===== config.mk =====
export PLATFORM = sky130hd
export DESIGN_NAME = cmd_host_flat
export DESIGN_NICKNAME = d
export VERILOG_FILES = /design/src/rtl/cmd_host_if.sv /design/src/rtl/cmd_host.sv /design/src/flat_wrapper.sv
export SDC_FILE = /design/constraint.sdc
export NUM_CORES = 1
export LEC_CHECK = 0
export CORE_ASPECT_RATIO = 1.5
export CORE_MARGIN = 2
export CORE_UTILIZATION = 50
export CTS_CLUSTER_DIAMETER = 120
export CTS_CLUSTER_SIZE = 10
export DETAILED_ROUTE_END_ITERATION = 10
export PLACE_DENSITY = 0.82
export SLEW_MARGIN = 20
export SYNTH_ARGS = -nofsm -noshare
export SYNTH_HDL_FRONTEND = slang
export SYNTH_SLANG_ARGS = --single-unit

===== constraint.sdc =====
create_clock -name i_clk -period 3.95 [get_ports i_clk]
set_input_delay 1.185 -clock i_clk [delete_from_list [all_inputs] [get_ports i_clk]]
set_output_delay 1.185 -clock i_clk [all_outputs]
set_load 0.1 [all_outputs]

===== src/rtl/cmd_host_if.sv =====
// Command/UART bus for cmd_host. The master side is user logic plus the UART.
// The slave side is cmd_host itself.
interface cmd_host_if;
  logic        i_cmd_valid;
  logic        o_cmd_ready;
  logic [7:0]  i_cmd;
  logic [63:0] i_cmd_data;
  logic        o_resp_valid;
  logic [63:0] o_resp_data;
  logic        o_resp_err;
  logic        o_timeout;
  logic        o_tx_start;
  logic [7:0]  o_tx_data;
  logic        i_tx_done;
  logic [7:0]  i_rx_data;
  logic        i_rx_new;
  logic        i_rx_err;

  modport master (
    output i_cmd_valid, i_cmd, i_cmd_data, i_tx_done, i_rx_data, i_rx_new, i_rx_err,
    input  o_cmd_ready, o_resp_valid, o_resp_data, o_resp_err, o_timeout,
           o_tx_start, o_tx_data
  );

  modport slave (
    input  i_cmd_valid, i_cmd, i_cmd_data, i_tx_done, i_rx_data, i_rx_new, i_rx_err,
    output o_cmd_ready, o_resp_valid, o_resp_data, o_resp_err, o_timeout,
           o_tx_start, o_tx_data
  );
endinterface


===== src/rtl/cmd_host.sv =====
// cmd_host: sends a 9-byte command frame (opcode, then payload LSB first) over a
// byte UART. It then collects an 8-byte response frame, LSB first.
// Optional feature macro CMD_HOST_TIMEOUT_EN adds a response inactivity timeout.
// The timeout limit is p_timeout_cycles.
module cmd_host #(
  parameter int p_timeout_cycles = 1000000
) (
  input logic      i_clk,
  input logic      i_rst,
  cmd_host_if.slave bus
);

  typedef enum logic [2:0] {IDLE, TX_START, TX_WAIT, RX, DONE} state_t;

  state_t      state, nxt;
  logic [3:0]  idx;        // tx byte index 0..8, then rx byte index 0..7
  logic [63:0] payload;    // remaining payload bytes, shifted down as they go out
  logic [7:0]  tx_data;
  logic [63:0] resp_data;
  logic        resp_err;
  logic        resp_tmo;
  logic        tmo_hit;

`ifdef CMD_HOST_TIMEOUT_EN
  localparam int CW = (p_timeout_cycles > 2) ? $clog2(p_timeout_cycles) : 1;
  localparam logic [CW-1:0] TMO_LAST = CW'(p_timeout_cycles - 1);
  logic [CW-1:0] tmo_cnt;

  // Any received byte counts as activity, so it suppresses a same-cycle expiry.
  assign tmo_hit = (state == RX) && (tmo_cnt == TMO_LAST) && !bus.i_rx_new;

  // Inactivity counter: zeroed on RX entry and on every received byte.
  always_ff @(posedge i_clk or negedge i_rst) begin
    if (!i_rst) begin
      tmo_cnt  <= '0;
      resp_tmo <= 1'b0;
    end else begin
      case (state)
        IDLE:    if (bus.i_cmd_valid) resp_tmo <= 1'b0;
        TX_WAIT: tmo_cnt <= '0;
        RX: begin
          tmo_cnt <= bus.i_rx_new ? '0 : tmo_cnt + 1'b1;
          if (tmo_hit) resp_tmo <= 1'b1;
        end
        default: ;
      endcase
    end
  end
`else
  assign tmo_hit  = 1'b0;
  assign resp_tmo = 1'b0;
`endif

  // State register.
  always_ff @(posedge i_clk or negedge i_rst) begin
    if (!i_rst) state <= IDLE;
    else        state <= nxt;
  end

  // Next-state logic. An error or a timeout ends RX at once.
  always_comb begin
    nxt = state;
    case (state)
      IDLE:     if (bus.i_cmd_valid) nxt = TX_START;
      TX_START: nxt = TX_WAIT;
      TX_WAIT:  if (bus.i_tx_done) nxt = (idx == 4'd8) ? RX : TX_START;
      RX:       if (bus.i_rx_err || tmo_hit || (bus.i_rx_new && idx == 4'd7)) nxt = DONE;
      DONE:     nxt = IDLE;
      default:  nxt = IDLE;
    endcase
  end

  // State-decoded handshake outputs.
  always_comb begin
    bus.o_cmd_ready  = (state == IDLE);
    bus.o_tx_start   = (state == TX_START);
    bus.o_resp_valid = (state == DONE);
  end

  // Datapath: latch the command, step through tx bytes, and assemble the response.
  always_ff @(posedge i_clk or negedge i_rst) begin
    if (!i_rst) begin
      idx       <= '0;
      payload   <= '0;
      tx_data   <= '0;
      resp_data <= '0;
      resp_err  <= 1'b0;
    end else begin
      case (state)
        IDLE: if (bus.i_cmd_valid) begin
          tx_data   <= bus.i_cmd;
          payload   <= bus.i_cmd_data;
          idx       <= '0;
          resp_data <= '0;
          resp_err  <= 1'b0;
        end
        TX_WAIT: if (bus.i_tx_done) begin
          if (idx == 4'd8) idx <= '0;
          else begin
            idx     <= idx + 4'd1;
            tx_data <= payload[7:0];
            payload <= payload >> 8;
          end
        end
        RX: begin
          // An error wins over a same-cycle byte, and that byte is dropped.
          if (bus.i_rx_err) resp_err <= 1'b1;
          else if (bus.i_rx_new) begin
            resp_data[{idx[2:0], 3'b000} +: 8] <= bus.i_rx_data;
            idx <= idx + 4'd1;
          end
        end
        default: ;
      endcase
    end
  end

  assign bus.o_tx_data   = tx_data;
  assign bus.o_resp_data = resp_data;
  assign bus.o_resp_err  = resp_err;
  assign bus.o_timeout   = resp_tmo;

endmodule


===== src/flat_wrapper.sv =====
// flat-port wrapper written by rule: the top's interface ports become plain ports
module cmd_host_flat 
#(
  parameter int p_timeout_cycles = 1000000
)
  (i_clk, i_rst, bus_i_cmd_valid, bus_i_cmd, bus_i_cmd_data, bus_i_tx_done, bus_i_rx_data, bus_i_rx_new, bus_i_rx_err, bus_o_cmd_ready, bus_o_resp_valid, bus_o_resp_data, bus_o_resp_err, bus_o_timeout, bus_o_tx_start, bus_o_tx_data);
  cmd_host_if bus_i ();
  input logic i_clk;
  input logic i_rst;
  input wire logic [$bits(bus_i.i_cmd_valid)-1:0] bus_i_cmd_valid;
  input wire logic [$bits(bus_i.i_cmd)-1:0] bus_i_cmd;
  input wire logic [$bits(bus_i.i_cmd_data)-1:0] bus_i_cmd_data;
  input wire logic [$bits(bus_i.i_tx_done)-1:0] bus_i_tx_done;
  input wire logic [$bits(bus_i.i_rx_data)-1:0] bus_i_rx_data;
  input wire logic [$bits(bus_i.i_rx_new)-1:0] bus_i_rx_new;
  input wire logic [$bits(bus_i.i_rx_err)-1:0] bus_i_rx_err;
  output wire logic [$bits(bus_i.o_cmd_ready)-1:0] bus_o_cmd_ready;
  output wire logic [$bits(bus_i.o_resp_valid)-1:0] bus_o_resp_valid;
  output wire logic [$bits(bus_i.o_resp_data)-1:0] bus_o_resp_data;
  output wire logic [$bits(bus_i.o_resp_err)-1:0] bus_o_resp_err;
  output wire logic [$bits(bus_i.o_timeout)-1:0] bus_o_timeout;
  output wire logic [$bits(bus_i.o_tx_start)-1:0] bus_o_tx_start;
  output wire logic [$bits(bus_i.o_tx_data)-1:0] bus_o_tx_data;
  assign bus_i.i_cmd_valid = bus_i_cmd_valid;
  assign bus_i.i_cmd = bus_i_cmd;
  assign bus_i.i_cmd_data = bus_i_cmd_data;
  assign bus_i.i_tx_done = bus_i_tx_done;
  assign bus_i.i_rx_data = bus_i_rx_data;
  assign bus_i.i_rx_new = bus_i_rx_new;
  assign bus_i.i_rx_err = bus_i_rx_err;
  assign bus_o_cmd_ready = bus_i.o_cmd_ready;
  assign bus_o_resp_valid = bus_i.o_resp_valid;
  assign bus_o_resp_data = bus_i.o_resp_data;
  assign bus_o_resp_err = bus_i.o_resp_err;
  assign bus_o_timeout = bus_i.o_timeout;
  assign bus_o_tx_start = bus_i.o_tx_start;
  assign bus_o_tx_data = bus_i.o_tx_data;
  cmd_host #(.p_timeout_cycles(p_timeout_cycles)) u_core (.i_clk(i_clk), .i_rst(i_rst), .bus(bus_i));
endmodule

==> reports/metrics.yaml, run 1 <==
placement:
  finalWeightedCongestion: 0.8665
  dp_hpwl_um: 11360
  numPortBuffers: 161
timing:
  fin_crit_ns: 3.139
  worstMarginPinSlew_ns: 0.9972
  clock_skew_ns: 0.01072
  hold_viol_final: 0
  rsz0062_at_grt: "false"
  fin_tns_setup_ns: 0
  fin_crit_sh_pct: 79.46
  hold_ws_ns: 0.4817
  relSlewSlack_pct: 33.31
  finalSetupViolCount: 0
  drv_slew: 0
  clock.fmax_mhz: 318.6
synthesis:
  yosysTopAreaCellShare_pct: 57.40
  yosysSeqAreaShare_pct: 57.40
  ys.flop_type: "dfrtp_1"
  ys.warnings.count: 0
  syn_area_mm2: 0.006277
  synth.most_common_cell: "dfrtp_1"
  synthArstFlopShare_pct: 100.0
  netlist_top_cells_count: "dfrtp_1, a22o_1, nand2_1"
  synth_edf_count: 0
  synth.distinct_cells: 46
  netlist_instances: 537
  synth_area_per_cell_um2: 11.69
  synthTopCellsByArea: "dfrtp_1, mux2i_1, a22o_1"
  yosysTopAreaCell: "dfrtp_1"
  ys_ff_latch: 144
  syn_nets: 627
routing:
  highest_layer: "met4"
  vias: 4688
  route.met2.wl_um: 8360
  wl_um: 16320
  detail_route.first_pass.iterations: 4
  avgRoutedWirePerCell_um: 19.22
  route.detailed.drc: 0
  dr_wl_met3_um: 1346
  post_drt_via_cell_ratio: 5.522
  antenna_left: 0
  drt_iter0_drc: 173
  wl_met1_um: 6369
grt:
  grt_overflow_total: 0
  grt_pass1_vias: 4979
  antenna_found_initial: 0
  track_usage_pct: 24.89
  grt_max_degree: 94
  grt_pass1_wl_um: 25810
cells_and_area:
  antenna_cells: 0
  final_nets: 770
  drive_above_1_share_pct: 12.84
  area_delta_synth_final_pct: 34.48
power_and_ir_drop:
  leakage_nw: 3.768
  finalPower_w: 0.005974
  ir_drop_mv: 0.3512
  p_per_area_mw_per_mm2: 707.6
floorplan:
  dieArea_mm2: 0.01349
  fp.dieH_um: 141.2
  die_x_um: 95.49
  io_pins: 163
  rows: 50
  core-area_mm2: 0.01239
  initial_core_util_pct: 50.68
clock_network:
  clk_path_buf_depth: 2
  cts_root_buffer: "clkbuf_16"
  cts_tree: "yes"
  ctsResizeCount: 0
  cts.sinks: 144
  postCtsHoldBufs: 0
  h-tree-depth: 4
  clk_latency_ns: 0.42
  cts-buffers-inserted: 17
  cts_setup_buffers: 0
  cts.reportedPaths.clkPinSlew_ns: 0.06
setup_path:
  critPathBufInv: 1
  arrival_ns: 1.95
  path_cells: "clkdlybuf4s50_1"
  start_kind: "register"
  cpPeakStageDelay_ns: 1.16
  path_delay_family: "buffers and inverters"
  path_max_fanout: 2
  path_class: "register to primary output"
  crit_path_end_kind: "primary output"
  critPathSlowestCell: "clkdlybuf4s50_1"
  cp_data_required_time_ns: 2.76
run:
  drv_cap: 0
min_path:
  hold_path.class: "register to register"
outcome:
  status: "complete, no violations"
worst paths after layout:
path	slack (ns)	cells after the start	start	endpoint
max in group asynchronous	2.34	2	i_rst	u_core.bus.o_resp_err
hold / removal	0.48	2	u_core.payload[10]	u_core.payload[10]
setup reg to reg	1.08	7	u_core.idx[0]	u_core.bus.o_resp_data[52]
hold reg to reg	0.48	2	u_core.payload[10]	u_core.payload[10]
min in group asynchronous	0.82	1	i_rst	u_core.payload[15]
setup / recovery	0.81	1	u_core.bus.o_resp_data[7]	bus_o_resp_data[7]
power by group:
part / total [W] / switching, W / internal (W)
clock network: 0.00151 / 0.000682 / 0.000825
registers: 0.00215 / 0.000282 / 0.00187
logic: 0.00231 / 0.00153 / 0.000784
total: 0.00597 / 0.00249 / 0.00348
layer usage:
metal  track usage, %  vias up
met3            8.819       21
li1                 -     2222
met1            29.57     2299
met5                0        -
met2            42.44      146
met4            6.842        0
cell type report:
type,instances,area (um^2)
Fill cell,932,3945
Sequential cell,144,3603
Multi-Input combinational cell,344,2455
Timing Repair Buffer,166,1610
Clock buffer,18,429.2
Tap cell,156,195.2
Clock inverter,14,122.6
Inverter,7,26.28
flip-flops by register name, summed over array words and instances (netlist names):
name	flops
u_core.bus.o_resp_data	64
u_core.bus.o_resp_err	1
u_core.bus.o_tx_data	8
u_core.idx	4
u_core.payload	64
u_core.state	3
cell usage in the layout (no fill, tap or decap), drive strengths merged, types with 2 or more instances in the layout:
cell	Yosys	layout
a21oi	3	3
a22o	72	72
a31oi	2	2
and3	2	2
buf	28	37
clkbuf	14	18
clkdlybuf4s50	0	129
clkinv	0	2
clkinvlp	0	4
dfrtp	144	144
ha	4	4
inv	7	15
mux2i	65	65
nand2	69	69
nand2b	3	3
nand3	5	5
nand4	2	2
nand4b	2	2
nor2	10	10
nor2b	5	5
nor3	6	6
nor4	4	4
o21ai	75	75
through the flow:
step                instance area, um^2  std cells  util (%)  worst slack [ns]
finish                             8442        849     68.15            0.8113
floorplan                          6277        537         -           0.08974
global route                       8442        849     68.15            0.7693
CTS                                8442        849     68.15            0.7885
detailed placement                 7890        817     63.70            0.7913
global placement                   7890        817     63.70            0.8612
logic make-up (layout without fill, tap and decap cells):
kind of cell | count (synthesis) | in the layout | share of synthesized area, %
AO/OA/AOI/OAI | 159 | 159 | 18.16
adder cells (fa/ha/maj) | 4 | 4 | 0.7973
buffers and inverters | 49 | 205 | 3.708
flip-flops | 144 | 144 | 57.40
multiplexers | 66 | 66 | 10.54
other | 1 | 1 | 0.05974
AND/OR/NAND/NOR | 114 | 114 | 9.328
(Power assumes the default switching activity.)
==> inputs of run 2 (changes only) <==
--- a/config.mk
+++ b/config.mk
@@ -7,11 +7,11 @@
 export LEC_CHECK = 0
 export CORE_ASPECT_RATIO = 1.5
 export CORE_MARGIN = 2
-export CORE_UTILIZATION = 50
+export CORE_UTILIZATION = 44
 export CTS_CLUSTER_DIAMETER = 120
 export CTS_CLUSTER_SIZE = 10
 export DETAILED_ROUTE_END_ITERATION = 10
-export PLACE_DENSITY = 0.82
+export PLACE_DENSITY = 0.76
 export SLEW_MARGIN = 20
 export SYNTH_ARGS = -nofsm -noshare
 export SYNTH_HDL_FRONTEND = slang
==> constraint.sdc (replaced) <==
create_clock -name i_clk -period 2.8 [get_ports i_clk]
set_input_delay 0.84 -clock i_clk [delete_from_list [all_inputs] [get_ports i_clk]]
set_output_delay 0.84 -clock i_clk [all_outputs]
set_load 0.1 [all_outputs]
==> run 2 against run 1 <==
Die area grew 13%; sequential share of layout area shrank 0.43 points; non-clock buffer count grew 8; total power up 43%; critical path type unchanged; highest routed layer unchanged.
==> reports/metrics.yaml, run 2 (same netlist as run 1, synthesis figures left out) <==
clock_network:
  clk_path_buf_depth: 2
  h-tree-depth: 4
  cts_tree: "yes"
  cts.reportedPaths.clkPinSlew_ns: 0.06
  cts_setup_buffers: 0
  cts-buffers-inserted: 17
  cts_root_buffer: "clkbuf_16"
  postCtsHoldBufs: 0
  clk_latency_ns: 0.41
  cts.sinks: 144
  ctsResizeCount: 0
timing:
  worst_slack_ns: 0.2851
  rsz0062_at_grt: "false"
  fin_tns_setup_ns: 0
  clock_skew_ns: 0.01172
  drv_slew: 0
  clock.fmax_mhz: 397.6
  finalSetupViolCount: 0
  relSlewSlack_pct: 54.94
  hold_ws_ns: 0.4145
  fin_crit_sh_pct: 89.82
  worstMarginPinSlew_ns: 0.6760
  fin_crit_ns: 2.515
  hold_viol_final: 0
outcome:
  status: "complete, no violations"
cells_and_area:
  drive_above_1_share_pct: 20.26
  layout_common_cells: "dfrtp_1, clkdlybuf4s50_1, buf_4"
  antenna_cells: 0
  nFillCells: 1147
  area_delta_synth_final_pct: 35.84
  layout_commonest_cell: "dfrtp_1"
  final_nets: 778
power_and_ir_drop:
  p_per_area_mw_per_mm2: 1005
  finalPower_w: 0.008568
  leakage_nw: 3.929
  ir_drop_mv: 0.4938
placement:
  dp_hpwl_um: 11300
  numPortBuffers: 161
  place_ws_ns: 0.1259
  finalWeightedCongestion: 0.8357
grt:
  grt_pass1_wl_um: 25190
  track_usage_pct: 21.24
  grt_overflow_total: 0
  grt_max_degree: 84
  grt_pass1_vias: 4936
  antenna_found_initial: 0
routing:
  antenna_left: 0
  avgRoutedWirePerCell_um: 17.73
  vias: 4755
  detail_route.first_pass.iterations: 4
  post_drt_via_cell_ratio: 5.325
  route.detailed.drc: 0
  drt_iter0_drc: 155
  wl_um: 15840
floorplan:
  die_x_um: 101.5
  io_pins: 163
  core-area_mm2: 0.01399
  dieArea_mm2: 0.01526
  fp.dieH_um: 150.3
  initial_core_util_pct: 44.86
  rows: 53
run:
  drv_cap: 0
setup_path:
  cp_data_required_time_ns: 1.96
  arrival_ns: 1.67
  crit_path_end_kind: "primary output"
  path_class: "register to primary output"
  path_max_fanout: 9
  start_kind: "register"
min_path:
  hold_path.class: "primary input to asynchronous set/reset pin"
==> run 2: cell types whose count changed in the layout (fill, tap and decap cells not counted) <==
cell             previous run  this run
inv_6                       6         5
clkbuf_8                    0         1
bufinv_16                   0         2
inv_8                       2         0
buf_4                      33        82
buf_12                      3         7
clkdlybuf4s50_1           129        84
==> run 2: power by group <==
part | internal (W) | total (W) | switching, W
Sequential | 0.00264 | 0.00301 | 0.000364
Combinational | 0.00114 | 0.00331 | 0.00216
Clock | 0.00135 | 0.00226 | 0.000902
==> run 2: path summary, 6_finish.rpt <==
| path | slack, ns | startpoint | endpoint | cells past startpoint |
|---|---|---|---|---|
| setup / recovery | 0.29 | u_core.state[2] | bus_o_resp_valid | 3 |
| hold / removal | 0.41 | i_rst | u_core.payload[0] | 1 |
| setup reg to reg | 0.38 | u_core.idx[1] | u_core.bus.o_resp_data[51] | 8 |
| hold reg to reg | 0.48 | u_core.payload[28] | u_core.payload[28] | 2 |
| max in group asynchronous | 1.74 | i_rst | u_core.payload[19] | 2 |
| min in group i_clk | 0.48 | u_core.payload[28] | u_core.payload[28] | 2 |
==> run 2: area by class of cell <==
class / instances / area [um^2] / share of cell area [%]
timing repair buffer: 174 / 1608 / 18.86
clock inverter: 13 / 151.4 / 1.775
multi-input combinational: 344 / 2455 / 28.79
inverter: 7 / 26.28 / 0.3081
tap: 192 / 240.2 / 2.817
sequential: 144 / 3603 / 42.26
clock buffer: 19 / 442.9 / 5.194
==> run 2: stage by stage <==
step	instance area (um^2)	cells	utilization, %
global route	8527	893	60.94
global placement	7933	861	56.69
CTS	8527	893	60.94
floorplan	6277	537	-
detailed placement	7933	861	56.69
finish	8527	893	60.94
==> run 2: routing by layer <==
metal / routed length [um] / share of wire, % / vias to the layer above / GRT usage (%)
met5: 0 / 0 / - / 0
met1: 6327 / 40 / 2353 / 25.20
li1: - / - / 2244 / -
met4: 128 / 0.81 / 0 / 5.270
met3: 999 / 6.3 / 10 / 5.850
met2: 8381 / 53 / 148 / 37.66
==> run 2: worst max-delay path, stage by stage, from the launching register on <==
cell	delay [ns]
dfrtp_1	0.58
inv_1	0.16
nor3_1	0.31
buf_12	0.22
